==> config.mk <==
export PLATFORM = sky130hd
export DESIGN_NAME = race_launcher
export DESIGN_NICKNAME = d
export VERILOG_FILES = /design/src/rtl/race_launcher.sv
export SDC_FILE = /design/constraint.sdc
export NUM_CORES = 1
export LEC_CHECK = 0
export BUFFER_PORTS_ARGS = -buffer_cell sky130_fd_sc_hd__buf_2
export CAP_MARGIN = 15
export CORE_MARGIN = 2
export CORE_UTILIZATION = 45
export CTS_BUF_LIST = sky130_fd_sc_hd__clkbuf_16
export CTS_CLUSTER_SIZE = 40
export DETAILED_ROUTE_END_ITERATION = 8
export PLACE_DENSITY_LB_ADDON = 0.25
export SYNTH_ARGS = -nofsm -noshare
export SYNTH_HDL_FRONTEND = slang
export SYNTH_SLANG_ARGS = --single-unit
==> constraint.sdc <==
create_clock -name clk -period 2.2 [get_ports clk]
set_input_delay 0.44 -clock clk [delete_from_list [all_inputs] [get_ports clk]]
set_output_delay 0.44 -clock clk [all_outputs]
set_load 0.05 [all_outputs]
==> src/rtl/race_launcher.sv <==
`default_nettype none
// +----------------------------------------------------------------------------+
// | race_launcher                                                              |
// | Arbiter-PUF race sequencer: majority-voted responses per challenge.        |
// | Rev 1.0                                                                    |
// +----------------------------------------------------------------------------+
module race_launcher #(
  parameter int CHAL_W   = 64,
  parameter int NUM_RESP = 8,
  parameter int VOTES    = 5,
  parameter int SETTLE   = 4,
  parameter int TIMEOUT  = 255
) (
  input  logic                clk,
  input  logic                rst_n,
  input  logic                start,
  input  logic [CHAL_W-1:0]   challenge,
  output logic [CHAL_W-1:0]   chal_out,
  output logic                launch,
  output logic                arb_rst,
  input  logic                arb_done,
  input  logic                arb_result,
  output logic                busy,
  output logic                resp_valid,
  output logic [NUM_RESP-1:0] response,
  output logic                timeout_err
);

  localparam int c_vote_w = $clog2(VOTES + 1);
  localparam int c_idx_w  = $clog2(NUM_RESP + 1);
  localparam int c_wait_w = $clog2(TIMEOUT + 1);
  localparam int c_set_w  = $clog2(SETTLE + 1);

  localparam logic [c_vote_w-1:0] c_votes       = c_vote_w'(VOTES);
  localparam logic [c_vote_w-1:0] c_half        = c_vote_w'(VOTES / 2);
  localparam logic [c_idx_w-1:0]  c_last_idx    = c_idx_w'(NUM_RESP - 1);
  localparam logic [c_wait_w-1:0] c_timeout     = c_wait_w'(TIMEOUT);
  localparam logic [c_set_w-1:0]  c_settle_last = c_set_w'(SETTLE - 1);

  typedef enum logic [2:0] {
    S_IDLE  = 3'd0,
    S_SETUP = 3'd1,
    S_FIRE  = 3'd2,
    S_WAIT  = 3'd3,
    S_EVAL  = 3'd4,
    S_DONE  = 3'd5
  } state_t;

  state_t              r_state;
  state_t              w_next;
  logic                w_launch_nx;
  logic                w_bit_done;
  logic                w_maj;
  logic                r_launch;
  logic                r_arb_rst;
  logic                r_done_s1, r_done_s2;
  logic                r_res_s1, r_res_s2;
  logic [CHAL_W-1:0]   r_chal;
  logic [c_idx_w-1:0]  r_idx;
  logic [c_vote_w-1:0] r_votes;
  logic [c_vote_w-1:0] r_ones;
  logic [c_wait_w-1:0] r_wait;
  logic [c_set_w-1:0]  r_set;
  logic [NUM_RESP-1:0] r_resp;
  logic                r_to;

  assign w_bit_done  = (r_votes >= c_votes);
  assign w_maj       = (r_ones > c_half);

  assign chal_out    = r_chal;
  assign launch      = r_launch;
  assign arb_rst     = r_arb_rst;
  assign busy        = (r_state != S_IDLE);
  assign resp_valid  = (r_state == S_DONE);
  assign response    = r_resp;
  assign timeout_err = r_to;

  always_ff @(posedge clk or negedge rst_n) begin
    if (!rst_n) r_state <= S_IDLE;
    else        r_state <= w_next;
  end

  always_comb begin
    w_next      = r_state;
    w_launch_nx = 1'b0;
    case (r_state)
      S_IDLE:  if (start) w_next = S_SETUP;
      S_SETUP: if (r_set == c_settle_last) w_next = S_FIRE;
      S_FIRE:  w_next = S_WAIT;
      S_WAIT: begin
        if (r_done_s2)               w_next = S_EVAL;
        else if (r_wait == c_timeout) w_next = S_DONE;
      end
      S_EVAL: begin
        if (w_bit_done && (r_idx == c_last_idx)) w_next = S_DONE;
        else                                     w_next = S_SETUP;
      end
      S_DONE:  w_next = S_IDLE;
      default: w_next = S_IDLE;
    endcase
    // launch/arb_rst are registered from the next state so they are glitch-free and exclusive
    w_launch_nx = (w_next == S_FIRE) || (w_next == S_WAIT);
  end

  always_ff @(posedge clk or negedge rst_n) begin
    if (!rst_n) begin
      r_launch  <= 1'b0;
      r_arb_rst <= 1'b1;
      r_done_s1 <= 1'b0;
      r_done_s2 <= 1'b0;
      r_res_s1  <= 1'b0;
      r_res_s2  <= 1'b0;
      r_chal    <= '0;
      r_idx     <= '0;
      r_votes   <= '0;
      r_ones    <= '0;
      r_wait    <= '0;
      r_set     <= '0;
      r_resp    <= '0;
      r_to      <= 1'b0;
    end else begin
      r_launch  <= w_launch_nx;
      r_arb_rst <= ~w_launch_nx;
      r_done_s1 <= arb_done;
      r_done_s2 <= r_done_s1;
      r_res_s1  <= arb_result;
      r_res_s2  <= r_res_s1;
      case (r_state)
        S_IDLE: begin
          if (start) begin
            r_chal  <= challenge;
            r_idx   <= '0;
            r_votes <= '0;
            r_ones  <= '0;
            r_resp  <= '0;
            r_to    <= 1'b0;
            r_set   <= '0;
          end
        end
        S_SETUP: r_set  <= r_set + 1'b1;
        S_FIRE:  r_wait <= '0;
        S_WAIT: begin
          if (r_done_s2) begin
            r_ones  <= r_ones + c_vote_w'(r_res_s2);
            r_votes <= r_votes + 1'b1;
          end else if (r_wait == c_timeout) begin
            r_to   <= 1'b1;
            r_resp <= '0;
          end else begin
            r_wait <= r_wait + 1'b1;
          end
        end
        S_EVAL: begin
          r_set <= '0;
          if (w_bit_done) begin
            for (int k = 0; k < NUM_RESP; k++) begin
              if (r_idx == c_idx_w'(k)) r_resp[k] <= w_maj;
            end
            r_votes <= '0;
            r_ones  <= '0;
            r_idx   <= r_idx + 1'b1;
            // stepping one bit per response bit gives chal_out = challenge rotated left by i
            r_chal  <= {r_chal[CHAL_W-2:0], r_chal[CHAL_W-1]};
          end
        end
        default: ;
      endcase
    end
  end

endmodule
`default_nettype wire

==> results.cfg <==
[run_status]
outcome = completed

[power_and_ir_drop]
total_power_mw = 9.81
power_density_nw_per_um2 = 1580
leakage_nw = 2.96
vdd_drop_max_mv = 0.826

[place]
gp_congestion = 0.849
dp_hpwl_um = 8400
placed_cells = 823
portBuffers = 145

[clock_tree]
cts.htree.levels = 3
ctsHoldBuffers = 0
cts_tree = yes
numCtsBuffers = 9
clock_latency_ns = 0.35
cts.sinks = 103
cts-resized-gates = 0
postCtsSetupBuffers = 0
clkTransAtPathRegs_ns = 0.07
cts_buffer_depth = 2
cts_root_buf = clkbuf_16

[routing]
drc_errors = 0
drt-initial-drc-count = 402
avgRoutedWirePerCell_um = 14.3
wl_um = 12000
via_per_inst = 5.36
ant_nets = 0
drt_first_pass_iters = 6
num_vias = 4493

[logic_synthesis]
synth_area_um2 = 4970
synth_edf_count = 0
synth.distinct_cells = 50
ys_seq_elements = 103
synth_commonest_cells = nand2_1 (144), dfrtp_1 (102), nor2_1 (87)
synth_top_cell_area_share_pct = 51.4
synthArstFlopShare_pct = 100
synthTopCellsByArea = dfrtp_1 (51%), nand2_1 (11%), a31oi_1 (8.4%)
yosysMostFrequentCell = nand2_1
yosysTopAreaCell = dfrtp_1
yosysWarnings = 0
syn_nets = 640
ys_seq_area_share_pct = 51.9
yosys_most_used_dff = dfrtp_1
syn_area_per_cell_um2 = 8.87
synthCells = 560

[grt]
antenna_found_initial = 0
grt_max_degree = 68
grt_usage_pct = 20.4
grt_overflow = 0
grt_first_pass_wirelength_um = 19400
grt_pass1_vias = 4105

[floorplan]
die_h_um = 109
core-area_um2 = 10800
num_rows = 38
boundaryPins = 146
start_util_pct = 46.0
die_w_um = 109
die_area_um2 = 11900

[sta]
min_period_ns = 2.08
slew_viol_final = 0
period_share_pct = 94.6
slew_headroom_pct = 61.4
timing.hold.ws_ns = 0.0895
rsz0062_at_grt = false
tightest_slew_ns = 0.578
hold_violations = 0
tns_ns = 0
max_freq_mhz = 481
setup_violations = 0
fin_skew_ns = 0.00746

[finish]
utilization_pct = 57.6
syn2layout_area_growth_pct = 25.2
area.sequential_um2 = 2580
multi_input_area_um2 = 2180
fill_cells = 1017
drive_gt1_share_pct = 26.6
final_cells = 839
fin_nets = 774
antennaDiodeCount = 0

[worst_setup_path]
cp.required_ns = 1.76
arrival_ns = 1.64
cp_max_fo = 13
start_kind = register
worst_setup_path_end_kind = output pin
critPathKind = reg -> out

[hold_path]
hold_path_class = in -> async

[flow_run]
max-cap-violations = 0
## cell families after synthesis
kind of cell / count (synthesis) / share of synthesized area [%]
AOI/OAI and AO/OA: 118 / 15.3
xor gates and xnor gates: 2 / 0.353
adders and majority gates: 11 / 2.77
buffers and inverters: 48 / 4.58
DFF: 103 / 51.9
muxes: 14 / 3.05
and+or+nand+nor: 264 / 22.0
## registers in the layout, summed over array words and instances (netlist names)
signal and cells:
arb_rst 1, chal_out 64, launch 1, r_done_s1 1, r_done_s2 1, r_idx 4, r_ones 3, r_res_s1 1
r_res_s2 1, r_set 3, r_state 3, r_votes 3, r_wait 8, response 8, timeout_err 1
## final cells by class
| class | instances | area share [%] |
|---|---|---|
| Clock inverter | 7 | 1.65 |
| Clock buffer | 9 | 3.62 |
| Tap cell | 140 | 2.82 |
| Inverter | 10 | 0.603 |
| Timing Repair Buffer | 161 | 14.8 |
| Sequential cell | 103 | 41.5 |
| Multi-Input combinational cell | 409 | 35.0 |
## path summary, 6_finish.rpt
path                            start           end  slack [ns]  cells after the start
hold reg to reg             r_done_s1     r_done_s2        0.35                      0
max in group asynchronous       rst_n  chal_out[24]        1.45                      2
hold / removal                  rst_n  chal_out[45]        0.09                      1
setup reg to reg           r_state[1]  chal_out[26]        0.25                      5
setup / recovery           r_state[0]          busy        0.12                      3
min in group clk           arb_result      r_res_s1        0.19                      1
## report_power, final
| part | internal [mW] | switching [mW] | total, mW |
|---|---|---|---|
| Combinational | 1.32 | 3.46 | 4.78 |
| Sequential | 2.64 | 0.637 | 3.27 |
| Clock | 1.01 | 0.745 | 1.76 |
| Total | 4.96 | 4.84 | 9.81 |
## layout by cell type, fill, tap and decap left out, drive strengths merged, types with 2 or more instances in the layout
cell     count
dfrtp      102
clkbuf       9
a21o         2
a21oi       16
nor2        87
bufinv       2
o31ai        3
nand4        3
nand3        8
mux2i        5
nor2b        2
nor3         8
o21ai       13
buf        161
a22oi        2
a2111oi      2
mux2         9
a22o         2
ha          11
nand2      144
a31oi       67
inv         13
## worst max-delay path, cell delays in order, from the launching register on
cell and delay, ns:
dfrtp_1 0.48, buf_4 0.23, or3_1 0.36, buf_2 0.22
## routing by layer
layer  part of all wire, %  wire length [µm]  GRT usage, %
met5                     0                 0             0
met4                   1.5               184          7.97
met3                   7.2               864          3.23
met2                    46              5510          31.6
met1                    45              5420          28.7
## through the flow
step	setup slack, ns	cell area [µm²]
after floorplan	0.332	4970
after global placement	0.300	5890
after detailed placement	0.224	5890
after CTS	0.116	6220
after global routing	0.0454	6220
final	0.120	6220
(Power assumes the default switching activity.)
